File: src/rtl/ram_port_arbiter_if.sv
// Requester-side command/response bundle for the buffer RAM port-A arbiter.
// The master modport is the requester and the slave modport is the arbiter.
interface ram_port_arbiter_if #(
  parameter int ADDR_W = 3,
  parameter int DATA_W = 8
);
  logic              req;
  logic              we;
  logic [ADDR_W-1:0] addr;
  logic [DATA_W-1:0] wdata;
  logic              gnt;
  logic              rvalid;
  logic [DATA_W-1:0] rdata;

  modport master (output req, we, addr, wdata, input gnt, rvalid, rdata);
  modport slave  (input req, we, addr, wdata, output gnt, rvalid, rdata);
endinterface

File: src/rtl/ram_port_arbiter.sv
// Round-robin arbiter sharing buffer RAM port A between the UART receive path (r0)
// and the systolic feed/readback path (r1); read data is routed back by requester tag.
module ram_port_arbiter #(
  parameter int ADDR_W = 3,
  parameter int DATA_W = 8
) (
  input  logic              clk,
  input  logic              rst,
  ram_port_arbiter_if.slave r0,
  ram_port_arbiter_if.slave r1,
  output logic              ram_en,
  output logic              ram_we,
  output logic [ADDR_W-1:0] ram_addr,
  output logic [DATA_W-1:0] ram_din,
  input  logic [DATA_W-1:0] ram_dout
);

  typedef struct packed {
    logic              we;
    logic [ADDR_W-1:0] addr;
    logic [DATA_W-1:0] wdata;
  } cmd_t;

  logic       prio;
  logic [1:0] req;
  logic [1:0] gnt;
  cmd_t [1:0] cmd;
  cmd_t       sel;
  logic       sel_id;
  logic       accept;
  logic       issue_rd;

  // Read tracker: stage 1 is the RAM command cycle, stage 2 is the data-return cycle.
  logic [2:1] vld_pipe;
  logic [2:1] id_pipe;

  assign req    = {r1.req, r0.req};
  assign cmd[0] = {r0.we, r0.addr, r0.wdata};
  assign cmd[1] = {r1.we, r1.addr, r1.wdata};

  // A lone requester always wins; prio only breaks ties.
  always_comb begin
    gnt = '0;
    if (!rst) begin
      if (req[0] && (!req[1] || !prio)) gnt[0] = 1'b1;
      else if (req[1])                  gnt[1] = 1'b1;
    end
  end

  assign accept   = |gnt;
  assign sel_id   = gnt[1];
  assign sel      = cmd[sel_id];
  assign issue_rd = accept && !sel.we;

  always_ff @(posedge clk) begin
    if (rst) begin
      prio     <= 1'b0;
      ram_en   <= 1'b0;
      ram_we   <= 1'b0;
      ram_addr <= '0;
      ram_din  <= '0;
      vld_pipe <= '0;
      id_pipe  <= '0;
    end else begin
      ram_en <= accept;
      ram_we <= accept && sel.we;
      if (accept) begin
        ram_addr <= sel.addr;
        ram_din  <= sel.wdata;
        prio     <= ~sel_id;
      end
      vld_pipe <= {vld_pipe[1], issue_rd};
      id_pipe  <= {id_pipe[1], sel_id};
    end
  end

  assign r0.gnt    = gnt[0];
  assign r1.gnt    = gnt[1];
  assign r0.rvalid = vld_pipe[2] && !id_pipe[2];
  assign r1.rvalid = vld_pipe[2] &&  id_pipe[2];
  assign r0.rdata  = ram_dout;
  assign r1.rdata  = ram_dout;

endmodule

File: src/flat_wrapper.sv
// flat-port wrapper written by rule: the top's interface ports become plain ports
module ram_port_arbiter_flat 
#(
  parameter int ADDR_W = 3,
  parameter int DATA_W = 8
)
  (clk, rst, ram_en, ram_we, ram_addr, ram_din, ram_dout, r0_req, r0_we, r0_addr, r0_wdata, r0_gnt, r0_rvalid, r0_rdata, r1_req, r1_we, r1_addr, r1_wdata, r1_gnt, r1_rvalid, r1_rdata);
  ram_port_arbiter_if #(.ADDR_W(ADDR_W), .DATA_W(DATA_W)) r0_i ();
  ram_port_arbiter_if #(.ADDR_W(ADDR_W), .DATA_W(DATA_W)) r1_i ();
  input  logic clk;
  input  logic rst;
  output logic ram_en;
  output logic ram_we;
  output logic [ADDR_W-1:0] ram_addr;
  output logic [DATA_W-1:0] ram_din;
  input  logic [DATA_W-1:0] ram_dout;
  input wire logic [$bits(r0_i.req)-1:0] r0_req;
  input wire logic [$bits(r0_i.we)-1:0] r0_we;
  input wire logic [$bits(r0_i.addr)-1:0] r0_addr;
  input wire logic [$bits(r0_i.wdata)-1:0] r0_wdata;
  output wire logic [$bits(r0_i.gnt)-1:0] r0_gnt;
  output wire logic [$bits(r0_i.rvalid)-1:0] r0_rvalid;
  output wire logic [$bits(r0_i.rdata)-1:0] r0_rdata;
  input wire logic [$bits(r1_i.req)-1:0] r1_req;
  input wire logic [$bits(r1_i.we)-1:0] r1_we;
  input wire logic [$bits(r1_i.addr)-1:0] r1_addr;
  input wire logic [$bits(r1_i.wdata)-1:0] r1_wdata;
  output wire logic [$bits(r1_i.gnt)-1:0] r1_gnt;
  output wire logic [$bits(r1_i.rvalid)-1:0] r1_rvalid;
  output wire logic [$bits(r1_i.rdata)-1:0] r1_rdata;
  assign r0_i.req = r0_req;
  assign r0_i.we = r0_we;
  assign r0_i.addr = r0_addr;
  assign r0_i.wdata = r0_wdata;
  assign r0_gnt = r0_i.gnt;
  assign r0_rvalid = r0_i.rvalid;
  assign r0_rdata = r0_i.rdata;
  assign r1_i.req = r1_req;
  assign r1_i.we = r1_we;
  assign r1_i.addr = r1_addr;
  assign r1_i.wdata = r1_wdata;
  assign r1_gnt = r1_i.gnt;
  assign r1_rvalid = r1_i.rvalid;
  assign r1_rdata = r1_i.rdata;
  ram_port_arbiter #(.ADDR_W(ADDR_W), .DATA_W(DATA_W)) u_core (.clk(clk), .rst(rst), .r0(r0_i), .r1(r1_i), .ram_en(ram_en), .ram_we(ram_we), .ram_addr(ram_addr), .ram_din(ram_din), .ram_dout(ram_dout));
endmodule
File: config.mk
export PLATFORM = sky130hd
export DESIGN_NAME = ram_port_arbiter_flat
export DESIGN_NICKNAME = d
export VERILOG_FILES = /design/src/rtl/ram_port_arbiter_if.sv /design/src/rtl/ram_port_arbiter.sv /design/src/flat_wrapper.sv
export SDC_FILE = /design/constraint.sdc
export NUM_CORES = 1
export LEC_CHECK = 0
export ABC_AREA = 1
export CORE_ASPECT_RATIO = 0.9
export CORE_MARGIN = 3
export CORE_UTILIZATION = 38
export CTS_CLUSTER_SIZE = 20
export DETAILED_ROUTE_END_ITERATION = 8
export PLACE_DENSITY_LB_ADDON = 0.1
export SYNTH_ARGS = -nofsm -noshare
export SYNTH_HDL_FRONTEND = slang
export SYNTH_SLANG_ARGS = --single-unit
File: constraint.sdc
create_clock -name clk -period 3.1 [get_ports clk]
set_input_delay 0.775 -clock clk [delete_from_list [all_inputs] [get_ports clk]]
set_output_delay 0.775 -clock clk [all_outputs]
set_load 0.01 [all_outputs]
==> reports/summary.log, run 1 <==
qor: yosys.async_reset_ff_share 0%
qor: cts.cts_made_buffers 3
qor: detailed_routing.remaining_drc_errors 0
qor: placement.pre_cts_ws 0.159 ns
qor: detailed_routing.finalWirelength 2510 µm
qor: detailed_routing.via_per_inst 4.68
qor: run_status.run_status complete, no violations
qor: yosys.synth_most_common_cell sky130_fd_sc_hd__inv_1
qor: cts.postCtsSetupRepairBufs 0
qor: timing.slew-limit-headroom 73.9%
qor: cts.clockBufferDepth 2
qor: grt.groute.usage.overall 15.8%
qor: setup_path.critical_path_required 2.32 ns
qor: job.max_cap_viol_count 0
qor: timing.grt_setup_unrepaired no
qor: timing.fin_setup_tns 0 ns
qor: yosys.synth.largest_area_cell sky130_fd_sc_hd__dfxtp_1
qor: grt.grt_remaining_overflow 0
qor: setup_path.critPathSlowestCell sky130_fd_sc_hd__clkdlybuf4s50_1
qor: setup_path.r2r_cells 5
qor: layout.layout.core_utilization 55.8%
qor: floorplan.design.portCount 69
qor: power.static-leakage-power 0.711 nW
qor: yosys.synthTopCellsByCount sky130_fd_sc_hd__inv_1 (31), sky130_fd_sc_hd__nand2_1 (28), sky130_fd_sc_hd__nand3_1 (22), sky130_fd_sc_hd__dfxtp_1 (18), sky130_fd_sc_hd__buf_4 (17)
qor: cts.worst_setup_hold_path_clk_slew 0.10 ns
qor: cts.clk_sink_count 18
qor: power.ir_drop 0.000316 V
qor: yosys.synth_seq_area_share 34.6%
qor: floorplan.dieArea 0.00341 mm²
qor: detailed_routing.drt-initial-drc-count 43
qor: yosys.synth_edf_count 0
qor: layout.layout-area-overhead-vs-synth 35.5%
qor: yosys.postSynthAreaPerCell 6.99 µm²
qor: setup_path.timing.critical_path.slowest_cell_delay 0.56 ns
qor: timing.min_period 2.93 ns
qor: setup_path.worst_setup_path_start_kind input port
qor: floorplan.start_util 41.2%
qor: detailed_routing.num_vias 964
qor: detailed_routing.drtAntennaViolNets 0
qor: yosys.syn-num-nets 185
qor: timing.clock_skew 0.00301 ns
qor: setup_path.arrival 2.16 ns
qor: placement.place.detailed.hpwl 1860 µm
qor: timing.final.period_utilization 94.6%
qor: yosys.synthesis.area 0.00104 mm²
qor: power.total_power 0.563 mW
qor: cts.cts_hold_repair.buffers 0
qor: cts.clock-root-buffer sky130_fd_sc_hd__clkbuf_4
qor: grt.grt_pass1_wl 4050 µm
qor: grt.grt_pass1_vias 884
qor: setup_path.crit_path_start rst
qor: floorplan.coreArea 0.00253 mm²
qor: grt.grt_start_max_net_pins 14
qor: detailed_routing.post_drt_wl_per_cell 12.2 µm
qor: layout.nNetsFinal 215
qor: timing.total_setup_violations_reported_at_the_end_of_the_flow 0
qor: worst_hold_path.worst_hold_path_type flop to flop
qor: yosys.synthDominantCellAreaShare 34.6%
qor: timing.total_count_of_hold_check_failures_in_the_final_report 0
qor: detailed_routing.pre_repair_dr_iteration_count 4
qor: setup_path.worst-path-max-fanout 4
qor: yosys.count_of_warnings_emitted_by_yosys 0
qor: cts.ctsResizeCount 0
qor: setup_path.worst-setup-path-type input port to output pin
qor: floorplan.die_y 55.7 µm
qor: yosys.ys_seq_elements 18
qor: yosys.netlist_instances 149
qor: cts.clk-insertion-delay-late 0.29 ns
qor: yosys.dominantRegCellSynth sky130_fd_sc_hd__dfxtp_1
qor: grt.grt_antenna_before_repair 0
qor: setup_path.cp_cell_sequence clkdlybuf4s50_1 > inv_1 > nand3_2 > inv_1 > clkdlybuf4s50_1
qor: setup_path.regToRegEndpoint u_core.ram_din[0]$_SDFFE_PP0P_
qor: power.power-per-cell-area 398 mW/mm²
qor: placement.placer_s_final_routability_congestion_estimate 0.693
qor: timing.post-route-worst-setup-slack 0.166 ns
qor: timing.max_clock_freq 341 MHz
qor: timing.worstMarginPinSlew 0.391 ns
qor: placement.port_buffers 44
qor: yosys.synth.top_cells.by_area sky130_fd_sc_hd__dfxtp_1 (35%), sky130_fd_sc_hd__buf_4 (12%), sky130_fd_sc_hd__inv_1 (11%)
qor: timing.timing_max_transition_violations_final 0
qor: setup_path.timing.critical_path.to_type output pin
qor: timing.hold_ws 0.409 ns
qor: setup_path.worst-r2r-setup-slack 1.96 ns
qor: cts.cts-htree-levels 1
qor: layout.n_antenna_cell 0
qor: setup_path.crit_path_end r0_gnt
qor: floorplan.floorplan.die.width 61.2 µm
qor: setup_path.critical_path.reg2reg.startpoint u_core.prio$_SDFFE_PP0P_
qor: floorplan.site_row_count 17
qor: yosys.yosysUniqueCellTypes 17
qor: layout.layout-drive-gt1-share 10.1%
qor: cts.cts_tree yes
kinds of logic (layout without fill, tap and decap cells):
| family | count (synthesis) | count (layout) | share of synthesized area (%) |
|---|---|---|---|
| compound gates | 13 | 13 | 7.92 |
| flops | 18 | 18 | 34.6 |
| buf+inv | 58 | 87 | 29.4 |
| simple gates | 60 | 60 | 28.1 |
worst min-delay path by stage:
stage,startpoint,end,slack (ns),cells past startpoint
after floorplan,u_core.id_pipe[1]$_SDFF_PP0_,u_core.id_pipe[2]$_SDFF_PP0_,0.39,2
after global placement,u_core.vld_pipe[1]$_SDFF_PP0_,u_core.vld_pipe[2]$_SDFF_PP0_,0.40,2
after detailed placement,u_core.vld_pipe[1]$_SDFF_PP0_,u_core.vld_pipe[2]$_SDFF_PP0_,0.39,2
after CTS,u_core.vld_pipe[1]$_SDFF_PP0_,u_core.vld_pipe[2]$_SDFF_PP0_,0.41,2
after global routing,u_core.vld_pipe[1]$_SDFF_PP0_,u_core.vld_pipe[2]$_SDFF_PP0_,0.43,2
final,u_core.vld_pipe[1]$_SDFF_PP0_,u_core.vld_pipe[2]$_SDFF_PP0_,0.41,2
metal layers:
metal | global-route usage [%] | part of all wire [%] | vias up
li1 | - | - | 498
met1 | 18.7 | 44 | 429
met2 | 26.1 | 47 | 28
met3 | 5.57 | 7.3 | 9
met4 | 4.33 | 1.0 | 0
met5 | 0 | 0 | -
cell usage in the layout, fill, tap and decap left out, types with 2 or more instances in the layout:
master	netlist	routed
sky130_fd_sc_hd__clkdlybuf4s50_1	0	44
sky130_fd_sc_hd__inv_1	31	31
sky130_fd_sc_hd__nand2_1	28	28
sky130_fd_sc_hd__nand3_1	22	22
sky130_fd_sc_hd__dfxtp_1	18	18
sky130_fd_sc_hd__a31oi_1	11	11
sky130_fd_sc_hd__nor2_1	5	5
sky130_fd_sc_hd__buf_4	17	5
sky130_fd_sc_hd__inv_2	3	3
sky130_fd_sc_hd__clkbuf_4	0	3
sky130_fd_sc_hd__nand2_4	2	2
per-stage QoR:
stage               instances  area (µm²)
global placement          202        1380
global route              206        1410
finish                    206        1410
CTS                       206        1410
floorplan                 149        1040
detailed placement        202        1380
registers in the layout, summed over array words and instances (netlist names):
signal           cells
u_core.id_pipe       2
u_core.prio          1
u_core.ram_addr      3
u_core.ram_din       8
u_core.ram_en        1
u_core.ram_we        1
u_core.vld_pipe      2
report_power, final:
part,switching (mW),leakage (nW),internal (mW)
Clock,0.0744,0.0210,0.0716
Sequential,0.00893,0.150,0.251
Combinational,0.0715,0.540,0.0853
critical path: cells and delay by family:
kind | cells | cell delay (ns)
buffers and inverters | 4 | 1.27
and+or+nand+nor | 1 | 0.11
cell type report:
type,instances,area (µm²)
inverters,34,128
fillers,259,1120
multi-input cells,73,375
clock buffers,4,36.3
repair buffers,49,478
well taps,28,35.0
flip-flops and latches,18,360
Power figures use the tool's default switching activity.
==> run 2: changes to the inputs <==
--- a/config.mk
+++ b/config.mk
@@ -6,7 +6,6 @@
 export NUM_CORES = 1
 export LEC_CHECK = 0
 export ABC_AREA = 1
-export CORE_ASPECT_RATIO = 0.9
 export CORE_MARGIN = 3
 export CORE_UTILIZATION = 38
 export CTS_CLUSTER_SIZE = 20
==> run 2 against run 1 <==
Clock skew rose by 0.0012 ns. Critical path type unchanged. Cell count rose by 0.97%. Final area rose by 0.18%. Power fell by 0.34%. Largest cell class unchanged. Combinational power barely moved. Highest routed layer unchanged. Clock power barely moved.
==> reports/summary.log, run 2 (synthesis results as in run 1) <==
qor: detailed_routing.finalWirelength 2450 µm
qor: setup_path.critPathSlowestCell sky130_fd_sc_hd__clkdlybuf4s50_1
qor: timing.final.period_utilization 94.4%
qor: detailed_routing.via_per_inst 4.71
qor: layout.n_antenna_cell 0
qor: timing.min_period 2.93 ns
qor: floorplan.die_y 58.4 µm
qor: floorplan.design.portCount 69
qor: cts.postCtsSetupRepairBufs 0
qor: setup_path.critical-path-top-delay-family buffers and inverters
qor: layout.layout_commonest_cell sky130_fd_sc_hd__clkdlybuf4s50_1
qor: setup_path.arrival 2.15 ns
qor: layout.layout.core_utilization 55.6%
qor: cts.worst_setup_hold_path_clk_slew 0.11 ns
qor: timing.total_count_of_hold_check_failures_in_the_final_report 0
qor: placement.placer_s_final_routability_congestion_estimate 0.774
qor: grt.grt_remaining_overflow 0
qor: timing.clock_skew 0.00423 ns
qor: cts.clk-insertion-delay-late 0.29 ns
qor: setup_path.cp_num_buf_inv 3
qor: placement.port_buffers 44
qor: run_status.run_status complete, no violations
qor: timing.slew-limit-headroom 72.9%
qor: power.clkPwrFrac 25.8%
qor: power.power.internal 0.408 mW
qor: layout.nNetsFinal 215
qor: floorplan.coreArea 0.00254 mm²
qor: cts.clock-root-buffer sky130_fd_sc_hd__clkbuf_4
qor: power.combinationalPowerShare 27.9%
qor: detailed_routing.pre_repair_dr_iteration_count 4
qor: power.swShare 27.3%
qor: timing.grt_setup_unrepaired no
qor: worst_hold_path.worst_min_delay_path_startpoint u_core.vld_pipe[1]$_SDFF_PP0_
qor: timing.hold_ws 0.408 ns
qor: layout.multi_input_comb_area 375 µm²
qor: grt.grt_pass1_vias 952
qor: timing.post-route-worst-setup-slack 0.172 ns
qor: power.power_switching 0.153 mW
qor: setup_path.r2r_cells 5
qor: setup_path.cpMostUsedCell sky130_fd_sc_hd__clkdlybuf4s50_1
qor: grt.grt_antenna_before_repair 0
qor: cts.clk_sink_count 18
qor: power.seq_power_share 46.3%
qor: worst_hold_path.worst_hold_path_type flop to flop
qor: setup_path.timing.critical_path.slowest_cell_delay 0.55 ns
qor: cts.cts_hold_repair.buffers 0
qor: cts.cts_tree yes
qor: layout.registers.top_by_ff_count u_core.ram_din
qor: setup_path.critical_path_required 2.32 ns
qor: layout.biggestRegsByFlops u_core.ram_din: 8 flops, u_core.ram_addr: 3 flops
qor: grt.grt_pass1_wl 4230 µm
qor: setup_path.critical_path.reg2reg.startpoint u_core.prio$_SDFFE_PP0P_
qor: setup_path.worst-r2r-setup-slack 1.95 ns
qor: setup_path.worst-path-max-fanout 3
qor: setup_path.timing.critical_path.to_type output pin
qor: detailed_routing.post_drt_wl_per_cell 11.8 µm
qor: power.ir_drop 0.000221 V
qor: floorplan.site_row_count 18
qor: setup_path.worst_setup_path_start_kind input port
qor: power.power-per-cell-area 396 mW/mm²
qor: cts.cts_made_buffers 3
qor: cts.clockBufferDepth 2
qor: floorplan.floorplan.die.width 58.4 µm
qor: job.max_cap_viol_count 0
qor: detailed_routing.drtAntennaViolNets 0
qor: timing.max_clock_freq 342 MHz
qor: cts.cts-htree-levels 1
qor: detailed_routing.remaining_drc_errors 0
qor: layout.layout.cells.most_common_list sky130_fd_sc_hd__clkdlybuf4s50_1 (44), sky130_fd_sc_hd__inv_1 (31), sky130_fd_sc_hd__nand2_1 (28)
qor: layout.layout.filler_cells 269
qor: timing.fin_setup_tns 0 ns
qor: power.static-leakage-power 0.711 nW
qor: timing.timing_max_transition_violations_final 0
qor: setup_path.worst-setup-path-type input port to output pin
qor: worst_hold_path.worstHoldPathCells 2
qor: placement.place.detailed.hpwl 1780 µm
qor: cts.ctsResizeCount 0
qor: grt.grt_start_max_net_pins 15
qor: worst_hold_path.min_delay_worst_endpoint u_core.vld_pipe[2]$_SDFF_PP0_
qor: layout.final-seq-area 360 µm²
qor: layout.largest_reg_flops 8
qor: layout.layout-drive-gt1-share 10.1%
qor: placement.pre_cts_ws 0.163 ns
qor: detailed_routing.drt-initial-drc-count 8
qor: setup_path.regToRegEndpoint u_core.ram_addr[0]$_SDFFE_PP0P_
qor: timing.total_setup_violations_reported_at_the_end_of_the_flow 0
qor: layout.layout-area-overhead-vs-synth 35.8%
qor: floorplan.start_util 41.0%
qor: timing.worstMarginPinSlew 0.406 ns
qor: detailed_routing.num_vias 980
qor: grt.groute.usage.overall 15.8%
qor: setup_path.cp_cell_sequence clkdlybuf4s50_1 > nor2_8 > nand2_4 > inv_1 > clkdlybuf4s50_1
qor: floorplan.dieArea 0.00341 mm²
## run 2: area by class of cell
type,instances,area share (%)
Tap cell,30,2.65
Clock buffer,4,2.56
Timing Repair Buffer,49,33.8
Inverter,34,9.02
Multi-Input combinational cell,73,26.5
Sequential cell,18,25.5
## run 2: metal layers
metal | vias up | GRT usage (%) | wire length, µm
li1 | 496 | - | -
met1 | 446 | 20.2 | 1100
met2 | 25 | 26.5 | 1150
met3 | 13 | 2.63 | 156
met4 | 0 | 5.96 | 40
met5 | - | 0 | 0
## run 2: tightest hold or removal path: stages (launching register included)
cell                      delay [ns]
sky130_fd_sc_hd__dfxtp_1        0.31
sky130_fd_sc_hd__inv_1          0.04
sky130_fd_sc_hd__nor2_1         0.03
## run 2: metrics by stage
step	cells	cell area, µm²	power (mW)
after floorplan	149	1040	0.362
after global placement	204	1380	0.420
after detailed placement	204	1380	0.423
after global routing	208	1420	0.596
after CTS	208	1420	0.568
final	208	1420	0.561
## run 2: power by group through the flow
| stage | Combinational, mW | Sequential, mW | Clock (mW) |
|---|---|---|---|
| 5_1_grt | 0.174 | 0.262 | 0.161 |
| 4_1_cts | 0.158 | 0.260 | 0.150 |
| 2_1_floorplan | 0.0902 | 0.272 | 0 |
| 3_3_place_gp | 0.155 | 0.265 | 0 |
| 6_report | 0.157 | 0.260 | 0.145 |
| 3_5_place_dp | 0.158 | 0.265 | 0 |
## run 2: worst max-delay path by stage
stage,end,slack (ns),startpoint,depth (start not counted)
6_report,r1_gnt,0.17,rst,5
5_1_grt,r1_gnt,0.10,rst,5
4_1_cts,r1_gnt,0.16,rst,5
3_5_place_dp,r1_gnt,0.16,rst,5
3_3_place_gp,r0_gnt,0.20,rst,5
2_1_floorplan,r1_gnt,1.14,rst,4
==> run 3: changes to the inputs <==
--- a/config.mk
+++ b/config.mk
@@ -6,8 +6,9 @@
 export NUM_CORES = 1
 export LEC_CHECK = 0
 export ABC_AREA = 1
-export CORE_MARGIN = 3
-export CORE_UTILIZATION = 38
+export CAP_MARGIN = 25
+export CORE_MARGIN = 1.5
+export CORE_UTILIZATION = 32
 export CTS_CLUSTER_SIZE = 20
 export DETAILED_ROUTE_END_ITERATION = 8
 export PLACE_DENSITY_LB_ADDON = 0.1
==> constraint.sdc (replaced) <==
create_clock -name clk -period 2.6 [get_ports clk]
set_input_delay 0.65 -clock clk [delete_from_list [all_inputs] [get_ports clk]]
set_output_delay 0.65 -clock clk [all_outputs]
set_load 0.01 [all_outputs]
==> run 3 against run 2 <==
Critical path depth shrank 1. Clock skew is 0.0013 ns higher. Highest routed layer unchanged. Global-route usage decreased by 1.0 points. Sequential power increased by 19%. Count of clock-buffer cells in the layout stayed put. Final area increased by 2.0%. Die area is 5.9% higher. Non-clock buffer count rose by 1. Worst hold slack better by 0.0072 ns. Largest cell class unchanged. Register-to-register slack got worse by 0.49 ns. First-iteration DRC count grew to 2.5 times the previous value.
==> reports/summary.log, run 3 (synthesis results as in run 1) <==
qor: run_status.run_status complete, no violations
qor: layout.n_antenna_cell 0
qor: detailed_routing.num_vias 972
qor: timing.worstMarginPinSlew 0.410 ns
qor: floorplan.site_row_count 20
qor: detailed_routing.drt-initial-drc-count 20
qor: power.total_power 0.666 mW
qor: setup_path.timing.critical_path.to_type output pin
qor: cts.cts_hold_repair.buffers 0
qor: grt.grt_most_used_layer met2
qor: detailed_routing.via_per_inst 4.36
qor: cts.cts-htree-levels 1
qor: detailed_routing.finalWirelength 2370 µm
qor: setup_path.arrival 1.88 ns
qor: layout.biggestRegsByFlops u_core.ram_din: 8 flops, u_core.ram_addr: 3 flops
qor: setup_path.worst-setup-path-type input port to output pin
qor: worst_hold_path.worst_hold_path_type flop to flop
qor: grt.global_route_met3_utilization 2.60%
qor: layout.final-seq-area 360 µm²
qor: layout.layout.filler_cells 339
qor: timing.max_clock_freq 396 MHz
qor: grt.grt_remaining_overflow 0
qor: layout.layout-drive-gt1-share 11.2%
qor: detailed_routing.post_drt_wl_per_cell 10.6 µm
qor: timing.total_setup_violations_reported_at_the_end_of_the_flow 0
qor: grt.grt.met1_usage 17.3%
qor: grt.grt_start_max_net_pins 15
qor: layout.nNetsFinal 216
qor: cts.worst_setup_hold_path_clk_slew 0.11 ns
qor: layout.largest_reg_flops 8
qor: detailed_routing.remaining_drc_errors 0
qor: cts.cts_made_buffers 3
qor: grt.grt_pass1_vias 887
qor: grt.groute.usage.overall 14.8%
qor: layout.layout_commonest_cell sky130_fd_sc_hd__clkdlybuf4s50_1
qor: cts.ctsResizeCount 1
qor: grt.grt_pass1_wl 4020 µm
qor: placement.place.detailed.hpwl 1730 µm
qor: layout.registers.top_by_ff_count u_core.ram_din
qor: floorplan.floorplan.die.width 60.1 µm
qor: cts.postCtsSetupRepairBufs 0
qor: setup_path.critical_path_required 1.95 ns
qor: timing.timing_max_transition_violations_final 0
qor: grt.met2_usage 26.7%
qor: setup_path.worst-path-max-fanout 4
qor: layout.layout.cells.most_common_list sky130_fd_sc_hd__clkdlybuf4s50_1 (42), sky130_fd_sc_hd__inv_1 (31), sky130_fd_sc_hd__nand2_1 (27)
qor: grt.grt_antenna_before_repair 0
qor: cts.clk_sink_count 18
qor: timing.min_period 2.53 ns
qor: timing.clock_skew 0.00551 ns
qor: placement.port_buffers 44
qor: timing.slew-limit-headroom 72.6%
qor: layout.layout.core_utilization 46.9%
qor: job.max_cap_viol_count 0
qor: floorplan.coreArea 0.00308 mm²
qor: power.ir_drop 0.000215 V
qor: floorplan.die_y 60.1 µm
qor: timing.grt_setup_unrepaired no
qor: cts.clk-insertion-delay-late 0.29 ns
qor: layout.layout-area-overhead-vs-synth 38.5%
qor: layout.stdcell_count 223
qor: cts.clockBufferDepth 2
qor: layout.multi_input_comb_area 378 µm²
qor: floorplan.design.portCount 69
qor: power.power-per-cell-area 461 mW/mm²
qor: floorplan.dieArea 0.00361 mm²
qor: timing.fin_setup_tns 0 ns
qor: cts.cts_tree yes
qor: cts.clock-root-buffer sky130_fd_sc_hd__clkbuf_4
qor: placement.place.detailed.instances 219
qor: floorplan.start_util 33.9%
qor: power.static-leakage-power 0.733 nW
qor: timing.total_count_of_hold_check_failures_in_the_final_report 0
qor: timing.final.period_utilization 97.1%
qor: detailed_routing.drtAntennaViolNets 0
qor: placement.placer_s_final_routability_congestion_estimate 0.692
qor: setup_path.worst_setup_path_start_kind input port
qor: detailed_routing.pre_repair_dr_iteration_count 4
[run 3: metrics by stage]
| step | hold WS (ns) | setup slack (ns) | cell area, µm² |
|---|---|---|---|
| after floorplan | 0.388 | 0.888 | 1040 |
| after global placement | 0.394 | -0.0386 | 1400 |
| after detailed placement | 0.395 | -0.0674 | 1400 |
| after CTS | 0.413 | 0.00187 | 1440 |
| after global routing | 0.435 | 0.00487 | 1440 |
| final | 0.415 | 0.0746 | 1440 |
[run 3: per-layer routing]
layer  wire length [µm]  up-vias
met5                  0        -
li1                   -      499
met4                 30        0
met2               1170       39
met1                997      430
met3                164        4
[run 3: cell type report]
cell class	count	area share, %
sequential	18	25.0
tap	44	3.81
multi-input combinational	73	26.2
timing repair buffer	50	33.7
clock buffer	4	2.51
inverter	34	8.84
[run 3: final timing paths]
kind	startpoint	to	slack, ns	depth (start not counted)
setup / recovery	r0_req	r0_gnt	0.07	4
hold / removal	u_core.vld_pipe[1]$_SDFF_PP0_	u_core.vld_pipe[2]$_SDFF_PP0_	0.42	2
hold reg to reg	u_core.vld_pipe[1]$_SDFF_PP0_	u_core.vld_pipe[2]$_SDFF_PP0_	0.42	2
setup reg to reg	u_core.prio$_SDFFE_PP0P_	u_core.ram_din[5]$_SDFFE_PP0P_	1.46	5
[run 3: report_power, final]
group | internal [mW] | switching, mW
clock | 0.0851 | 0.0853
combinational | 0.102 | 0.0845
sequential | 0.299 | 0.0101
total | 0.486 | 0.180
[run 3: critical path: stages]
cell	delay, ns
sky130_fd_sc_hd__clkdlybuf4s50_1	0.55
sky130_fd_sc_hd__nand3_2	0.10
sky130_fd_sc_hd__inv_1	0.05
sky130_fd_sc_hd__clkdlybuf4s50_1	0.52
